## src/rtl/state_led_if.sv

```systemverilog
// Display-side bundle between the charger controller and the LED driver.
// STATE_LED_DIM_EN adds the 4-bit brightness input.
interface state_led_if #(
    parameter int unsigned STATE_W  = 3,
    parameter int unsigned NUM_LEDS = 5
);
    logic                en;
    logic [STATE_W-1:0]  state;
    logic [NUM_LEDS-1:0] blink_mask;
    logic [NUM_LEDS-1:0] light;
    logic                state_chg;
`ifdef STATE_LED_DIM_EN
    logic [3:0]          brightness;

    modport master (output en, state, blink_mask, brightness, input light, state_chg);
    modport slave  (input en, state, blink_mask, brightness, output light, state_chg);
`else
    modport master (output en, state, blink_mask, input light, state_chg);
    modport slave  (input en, state, blink_mask, output light, state_chg);
`endif
endinterface

```

## src/rtl/state_led_driver.sv

```systemverilog
// Decodes the controller state onto a one-hot LED bar with per-LED blinking, a change flash
// and enable gating. Define STATE_LED_DIM_EN for PWM brightness control.
module state_led_driver #(
    parameter int unsigned STATE_W      = 3,
    parameter int unsigned NUM_LEDS     = 5,
    parameter int unsigned BLINK_HALF   = 25000000,
    parameter int unsigned FLASH_CYCLES = 12500000
) (
    input logic        clk,
    input logic        rst_n,
    state_led_if.slave bus_io
);
    localparam int unsigned CntW   = (BLINK_HALF > 1) ? $clog2(BLINK_HALF) : 1;
    localparam int unsigned FlashW = (FLASH_CYCLES > 0) ? $clog2(FLASH_CYCLES + 1) : 1;
    localparam logic [CntW-1:0]   CntMax    = CntW'(BLINK_HALF - 1);
    localparam logic [FlashW-1:0] FlashLoad = FlashW'(FLASH_CYCLES);
    localparam logic [FlashW-1:0] FlashOne  = FlashW'(1);

    logic [STATE_W-1:0]  prev_q, prev_d;
    logic [CntW-1:0]     cnt_q, cnt_d, cnt_eff;
    logic                phase_q, phase_d, phase_eff;
    logic [FlashW-1:0]   flash_q, flash_d;
    logic [NUM_LEDS-1:0] light_q, light_d, onehot;
    logic                chg_q, chg_d, chg, restart;
`ifdef STATE_LED_DIM_EN
    logic [3:0]          pwm_q, pwm_d;
`endif

    always_comb begin
        onehot = '0;
        for (int k = 0; k < NUM_LEDS; k++) begin
            if (bus_io.state == STATE_W'(k)) onehot[NUM_LEDS-1-k] = 1'b1;
        end
    end

    always_comb begin
        chg       = bus_io.en && (bus_io.state != prev_q);
        prev_d    = bus_io.state;
        chg_d     = chg;
        // The blink divider restarts on a change and on the last cycle of a flash, so the
        // first decoded cycle always shows the LED lit.
        restart   = chg || (flash_q == FlashOne);
        cnt_eff   = restart ? '0 : cnt_q;
        phase_eff = restart ? 1'b1 : phase_q;
        cnt_d     = '0;
        phase_d   = 1'b1;
        flash_d   = '0;
        light_d   = '0;
        if (bus_io.en) begin
            if (cnt_eff == CntMax) begin
                cnt_d   = '0;
                phase_d = ~phase_eff;
            end else begin
                cnt_d   = cnt_eff + 1'b1;
                phase_d = phase_eff;
            end
            if (chg) flash_d = FlashLoad;
            else if (flash_q != '0) flash_d = flash_q - 1'b1;
            else flash_d = flash_q;
            if ((chg && FLASH_CYCLES != 0) || (flash_q > FlashOne)) begin
                light_d = '1;
            end else begin
                light_d = onehot & ~(bus_io.blink_mask & {NUM_LEDS{~phase_eff}});
            end
        end
`ifdef STATE_LED_DIM_EN
        pwm_d   = (pwm_q == 4'd14) ? 4'd0 : pwm_q + 4'd1;
        light_d = light_d & {NUM_LEDS{pwm_q < bus_io.brightness}};
`endif
    end

    always_ff @(posedge clk or negedge rst_n) begin
        if (!rst_n) begin
            prev_q  <= '0;
            cnt_q   <= '0;
            phase_q <= 1'b1;
            flash_q <= '0;
            light_q <= '0;
            chg_q   <= 1'b0;
        end else begin
            prev_q  <= prev_d;
            cnt_q   <= cnt_d;
            phase_q <= phase_d;
            flash_q <= flash_d;
            light_q <= light_d;
            chg_q   <= chg_d;
        end
    end

`ifdef STATE_LED_DIM_EN
    always_ff @(posedge clk or negedge rst_n) begin
        if (!rst_n) pwm_q <= 4'd0;
        else        pwm_q <= pwm_d;
    end
`endif

    assign bus_io.light     = light_q;
    assign bus_io.state_chg = chg_q;
endmodule
```

## src/flat_wrapper.sv

```systemverilog
// flat-port wrapper written by rule: the top's interface ports become plain ports
module state_led_driver_flat 
#(
    parameter int unsigned STATE_W      = 3,
    parameter int unsigned NUM_LEDS     = 5,
    parameter int unsigned BLINK_HALF   = 25000000,
    parameter int unsigned FLASH_CYCLES = 12500000
)
  (clk, rst_n, bus_io_en, bus_io_state, bus_io_blink_mask, bus_io_light, bus_io_state_chg);
  state_led_if #(.STATE_W(STATE_W), .NUM_LEDS(NUM_LEDS)) bus_io_i ();
  input logic clk;
  input logic rst_n;
  input wire logic [$bits(bus_io_i.en)-1:0] bus_io_en;
  input wire logic [$bits(bus_io_i.state)-1:0] bus_io_state;
  input wire logic [$bits(bus_io_i.blink_mask)-1:0] bus_io_blink_mask;
  output wire logic [$bits(bus_io_i.light)-1:0] bus_io_light;
  output wire logic [$bits(bus_io_i.state_chg)-1:0] bus_io_state_chg;
  assign bus_io_i.en = bus_io_en;
  assign bus_io_i.state = bus_io_state;
  assign bus_io_i.blink_mask = bus_io_blink_mask;
  assign bus_io_light = bus_io_i.light;
  assign bus_io_state_chg = bus_io_i.state_chg;
  state_led_driver #(.STATE_W(STATE_W), .NUM_LEDS(NUM_LEDS), .BLINK_HALF(BLINK_HALF), .FLASH_CYCLES(FLASH_CYCLES)) u_core (.clk(clk), .rst_n(rst_n), .bus_io(bus_io_i));
endmodule
```

## config.mk

```make
export PLATFORM = sky130hd
export DESIGN_NAME = state_led_driver_flat
export DESIGN_NICKNAME = d
export VERILOG_FILES = /design/src/rtl/state_led_if.sv /design/src/rtl/state_led_driver.sv /design/src/flat_wrapper.sv
export SDC_FILE = /design/constraint.sdc
export NUM_CORES = 1
export LEC_CHECK = 0
export BUFFER_PORTS_ARGS = -buffer_cell sky130_fd_sc_hd__buf_2
export CAP_MARGIN = 20
export CELL_PAD_IN_SITES_DETAIL_PLACEMENT = 1
export CELL_PAD_IN_SITES_GLOBAL_PLACEMENT = 1
export CORE_ASPECT_RATIO = 1.2
export CORE_MARGIN = 2
export CORE_UTILIZATION = 40
export CTS_BUF_LIST = sky130_fd_sc_hd__clkbuf_8
export DETAILED_ROUTE_END_ITERATION = 10
export PLACE_DENSITY = 0.74
export SYNTH_ARGS = -nofsm -noshare
export SYNTH_HDL_FRONTEND = slang
export SYNTH_SLANG_ARGS = --single-unit
```

## constraint.sdc

```tcl
create_clock -name clk -period 4.2 [get_ports clk]
set_clock_uncertainty 0.2 [all_clocks]
set_input_delay 0.42 -clock clk [delete_from_list [all_inputs] [get_ports clk]]
set_output_delay 0.42 -clock clk [all_outputs]
set_load 0.01 [all_outputs]
```

==> impl_metrics.ini, run 1 <==
[run_status]
status = completed

[global_routing]
grt_pass1_wl_um = 13200
antenna_found_initial = 0
grt_pass1_vias = 2723
overflow = 0
grt_max_degree = 32
track_usage_pct = 19.9

[detailed_routing]
wl_per_cell_um = 17.6
num_vias = 2558
first_iter_violations = 107
viasPerCell = 5.80
drt-total-wl_um = 7750
drtPass1Iterations = 4
drc = 0
ant_nets = 0

[logic_synthesis]
ys_seq_elements = 59
yosysUniqueCellTypes = 47
ys_seq_area_share_pct = 47.8
yosysWarnings = 0
synth_area_um2 = 3090
syn_avg_cell_area_um2 = 9.71
netlist_instances = 318
synth_fp_nets = 333

[sta]
fin_tns_setup_ns = 0
hold_violations = 0
fin_crit_ns = 3.63
tightestPinTransition_ns = 0.784
drv_slew = 0
rsz0062_at_grt = no
fmaxAchievable_mhz = 276
slew_headroom_pct = 47.8
finalSetupViolations = 0
finalCritPeriodShare_pct = 86.3

[clock_tree]
cts_buffers = 9
cts_tree = done
h-tree-depth = 3
clk_latency_ns = 0.34
post_cts_buffers = 0
clockRootBuffer = clkbuf_8
cts_buffer_depth = 2
clk_pin_slew_worst_paths_ns = 0.07
cts_sinks = 59

[pwr]
peakVddDrop_mv = 0.178
p_leak_nw = 1.40
finalPower_mw = 1.34
power_density_nw_per_um2 = 381

[setup_path]
rrSetupSlack_ns = 0.57
cp_top_family = simple AND/OR/NAND/NOR gates
cp-start-kind = flip-flop
crit_slowest_cell = or3_1
arrival_ns = 3.71
reg2reg_from = u_core.flash_q[6]$_DFFE_PN0P_
crit_required_ns = 4.28
slowest_delay_ns = 0.66
end_kind = flip-flop
worst-setup-path-type = flip-flop to flip-flop
crit_fanout = 22
r2r-end = u_core.cnt_q[13]$_DFF_PN0_
path_buf_inv = 0
path_cells = nor4_1, nand4_1, o21ai_1, nor2_1, ha_1, nand3_1, nor3_1, or3_1, o21ba_2
worst_r2r_path_depth = 9

[final_layout]
syn2layout_area_growth_pct = 14.1
post-route-util_pct = 46.5
seq_area_um2 = 1480
layout.nets = 359
drive_above_1_share_pct = 14.3
multi_input_area_um2 = 1540
antenna_cells = 0
fillers = 866

[placement]
dp_hpwl_um = 5690
io_buffers = 16
place.gp.congestion = 0.820

[worst_hold_path]
worstHoldStart = bus_io_state[2]
hold_end = u_core.prev_q[2]$_DFF_PN0_
holdPathStages = 1
hp-class = input pin to flip-flop

[die]
core.rowCount = 35
io_pins = 17
die-area_um2 = 8450
die-width_um = 84.2
coreArea_um2 = 7580
die_y_um = 100
initial_utilization_pct = 40.8

[flow_run]
maxCapViolCount = 0
## through the flow
stage	worst slack, ns	hold slack (ns)	instance area (um^2)	std cells
after floorplan	1.07	-0.0756	3090	318
after global placement	0.745	0.307	3300	424
after detailed placement	0.535	0.303	3300	424
after CTS	0.560	0.0181	3520	441
after global routing	0.256	0.0213	3520	441
final	0.573	0.0337	3520	441
## cells in the mapped netlist, drive strengths merged
cell type  count  area [um^2]
inv            9         33.8
nand2         13         51.3
o31ai          8         60.1
nor3b          6         45.0
dfrtp         58         1450
o21ba          1         10.0
nor2          40          150
nor4b          4         41.3
o21ai         16         80.1
and2b          1         7.51
o211ai         3         22.5
o2111ai        1         8.76
and4           2         17.5
o31a           3         26.3
nand4         10         62.6
o21a           2         15.0
xnor2          9         78.8
nand2b         1         6.26
nand4b         1         8.76
and2           2         12.5
dfstp          1         26.3
nand3b         6         45.0
clkbuf         5         18.8
o41ai          1         16.3
or3           12         76.3
xor2          23          201
nand3         17         85.1
a21oi         21          105
or4            8         67.6
and3           5         31.3
a31o           1         8.76
nor3           9         61.3
nor4           6         50.0
ha             4         50.1
a31oi          3         18.8
or2            1         6.26
or3b           1         8.76
buf            3         15.0
a211oi         1         7.51
## worst max path at each step
stage	startpoint	end	slack (ns)	cells after the start
detailed placement	bus_io_state[2]	u_core.cnt_q[13]$_DFF_PN0_	0.53	10
global route	u_core.flash_q[11]$_DFFE_PN0P_	u_core.cnt_q[13]$_DFF_PN0_	0.26	10
global placement	u_core.flash_q[1]$_DFFE_PN0P_	u_core.cnt_q[13]$_DFF_PN0_	0.74	11
finish	u_core.flash_q[6]$_DFFE_PN0P_	u_core.cnt_q[13]$_DFF_PN0_	0.57	9
floorplan	u_core.flash_q[1]$_DFFE_PN0P_	u_core.cnt_q[24]$_DFF_PN0_	1.07	14
CTS	u_core.flash_q[6]$_DFFE_PN0P_	u_core.cnt_q[13]$_DFF_PN0_	0.56	9
## flip-flops by register name (all words and copies together), names as in the netlist
signal / cells
u_core.bus_io.light: 5
u_core.bus_io.state_chg: 1
u_core.cnt_q: 25
u_core.flash_q: 24
u_core.phase_q: 1
u_core.prev_q: 3
## logic make-up (layout without fill, tap and decap cells)
group	count (synthesis)	in the layout	share of synthesized area, %
simple gates	145	145	27.0
compound gates	61	61	12.3
flops	59	59	47.8
xor+xnor	32	32	9.07
buf+inv	17	48	2.19
fa+ha+maj	4	4	1.62
## power by group
| group | leakage (nW) | internal, mW | switching, mW | total [mW] |
|---|---|---|---|---|
| Combinational | 0.510 | 0.0590 | 0.0985 | 0.157 |
| Clock | 0.119 | 0.346 | 0.232 | 0.578 |
| Sequential | 0.773 | 0.588 | 0.0190 | 0.607 |
| Total | 1.40 | 0.993 | 0.349 | 1.34 |
## what timing repair did
item | CTS | global route
endpoints found under the hold margin | 28 | 0
hold buffers | 1 | 0
resized for setup | 0 | 0
## layout by cell type (no fill, tap or decap), types with 7 or more instances in the layout
cell type	count
nand3_1	17
clkbuf_8	10
dfrtp_1	58
nor2_1	40
xor2_1	23
nor3_1	7
nand4_1	10
o31ai_1	8
a21oi_1	21
nand2_1	12
xnor2_1	9
or3_1	11
inv_1	11
o21ai_0	11
buf_2	16
## area by class of cell
cell class / count / share of cell area [%]
clock inverters: 6 / 2.31
clock buffers: 10 / 3.90
flip-flops and latches: 59 / 41.9
well taps: 92 / 3.27
repair buffers: 23 / 3.83
inverters: 9 / 0.958
multi-input cells: 242 / 43.8
## worst reg2reg max path: cells and delay by family, from the launching register on
family | cells | cell delay (ns)
AOI/OAI and AO/OA | 2 | 0.88
adders and majority gates | 1 | 0.29
DFF | 1 | 0.42
and+or+nand+nor | 6 | 1.78
## layer usage
metal  up-vias  part of all wire [%]  track usage (%)
li1       1208                     -                -
met1      1291                    43             23.8
met2        45                    52             34.8
met3        14                   3.0             4.19
met4         0                   2.1             8.44
met5         -                     0                0
(Power assumes the default switching activity.)
==> run 2: changes to the inputs <==
==> constraint.sdc (replaced) <==
create_clock -name clk -period 4.2 [get_ports clk]
set_clock_uncertainty 0.2 [all_clocks]
set_input_delay 0 -clock clk [delete_from_list [all_inputs] [get_ports clk]]
set_output_delay 0 -clock clk [all_outputs]
set_load 0.01 [all_outputs]
==> run 2 against run 1 <==
  * Global-route usage up 0.20 points
  * Die area stayed put
  * Routed wire length is 2.2% higher
  * Utilization rose by 1.5 points
  * Critical path type unchanged
==> impl_metrics.ini, run 2 (synthesis gave the netlist of run 1 again) <==
[placement]
dp_hpwl_um = 5450
pre_cts_ws_ns = 0.592
placed_area_um2 = 3290
dp_cells = 423
place.gp.congestion = 0.816
io_buffers = 16

[final_layout]
antenna_cells = 0
layout.nets = 368
top_register = u_core.cnt_q
finalNonFillerCells = 450
mostFrequentLayoutCell = dfrtp_1
drive_above_1_share_pct = 14.0
seq_area_um2 = 1480
largest_reg_flops = 25
fillers = 863
final_area_um2 = 3640
layout_common_cells = dfrtp_1, nor2_1, xor2_1, a21oi_1, nand3_1
syn2layout_area_growth_pct = 17.7
multi_input_area_um2 = 1540
post-route-util_pct = 48.0

[pwr]
power_density_nw_per_um2 = 383
finalPower_mw = 1.39
p_leak_nw = 1.44
peakVddDrop_mv = 0.167

[clock_tree]
h-tree-depth = 3
clockRootBuffer = clkbuf_8
cts_sinks = 59
post_cts_resized = 0
cts_buffer_depth = 2
clk_pin_slew_worst_paths_ns = 0.07
clk_latency_ns = 0.34
cts_buffers = 9
cts_tree = done

[sta]
rsz0062_at_grt = no
timing.hold.ws_ns = 0.139
finalSetupViolations = 0
fmaxAchievable_mhz = 280
fin_tns_setup_ns = 0
fin_crit_ns = 3.57
hold_violations = 0
tightestPinTransition_ns = 0.774
drv_slew = 0
slew_headroom_pct = 48.4
fin_ws_ns = 0.627
finalCritPeriodShare_pct = 85.1

[detailed_routing]
num_vias = 2545
wl_per_cell_um = 17.6
drc = 0
drtPass1Iterations = 4
viasPerCell = 5.66
drt-total-wl_um = 7920
ant_nets = 0
first_iter_violations = 102

[global_routing]
grt_pass1_vias = 2721
track_usage_pct = 20.1
grt_max_degree = 60
overflow = 0
antenna_found_initial = 0
grt_pass1_wl_um = 13200

[die]
core.rowCount = 35
coreArea_um2 = 7580
die_y_um = 100
die-area_um2 = 8450
die-width_um = 84.2
io_pins = 17
initial_utilization_pct = 40.8

[setup_path]
crit_fanout = 22
end_kind = flip-flop
worst-setup-path-type = flip-flop to flip-flop
cp-start-kind = flip-flop
crit_required_ns = 4.29
arrival_ns = 3.66

[worst_hold_path]
hp-class = input pin to async pin

[run_status]
status = completed

[flow_run]
maxCapViolCount = 0
## run 2: area by class of cell
| cell class | count | share of cell area, % |
|---|---|---|
| multi-input combinational | 242 | 42.5 |
| sequential | 59 | 40.6 |
| timing repair buffer | 32 | 6.26 |
| clock buffer | 12 | 4.54 |
| tap | 92 | 3.17 |
| clock inverter | 4 | 2.00 |
| inverter | 9 | 0.929 |
## run 2: path summary, 6_finish.rpt
path                                                 end  slack [ns]  cells after the start                           from
min in group clk              u_core.prev_q[2]$_DFF_PN0_        0.18                      2                bus_io_state[2]
max in group asynchronous  u_core.flash_q[0]$_DFFE_PN0P_        3.14                      3                          rst_n
setup / recovery              u_core.cnt_q[13]$_DFF_PN0_        0.63                     11  u_core.flash_q[1]$_DFFE_PN0P_
setup reg to reg              u_core.cnt_q[13]$_DFF_PN0_        0.63                     11  u_core.flash_q[1]$_DFFE_PN0P_
hold / removal                u_core.cnt_q[12]$_DFF_PN0_        0.14                      3                          rst_n
hold reg to reg               u_core.cnt_q[21]$_DFF_PN0_        0.37                      2     u_core.cnt_q[21]$_DFF_PN0_
## run 2: worst max-delay path, stage by stage (launching register included)
cell     delay (ns)
dfrtp_1        0.41
inv_1          0.11
ha_1           0.16
nor3b_1        0.31
nand4_1        0.21
o21ai_1        0.49
nor2_1         0.09
ha_1           0.27
nand3_1        0.14
nor3_1         0.11
or3_1          0.65
o21ba_2        0.37
## run 2: timing repair
item | CTS | global route
setup endpoints to repair | 0 | 0
buffers inserted | 0 | 0
hold buffers | 11 | 0
endpoints found under the hold margin | 69 | 0
## run 2: per-layer routing
metal	vias up	GRT usage (%)	share of wire, %
met1	1277	23.5	42
met2	30	36.3	54
met3	13	3.04	1.9
met5	-	0	0
met4	0	9.18	2.0
li1	1225	-	-
## run 2: report_power, final
part           switching [mW]  internal (mW)  leakage, nW
clock                   0.238          0.382        0.124
combinational           0.101         0.0652        0.546
sequential             0.0191          0.588        0.773
total                   0.358           1.03         1.44
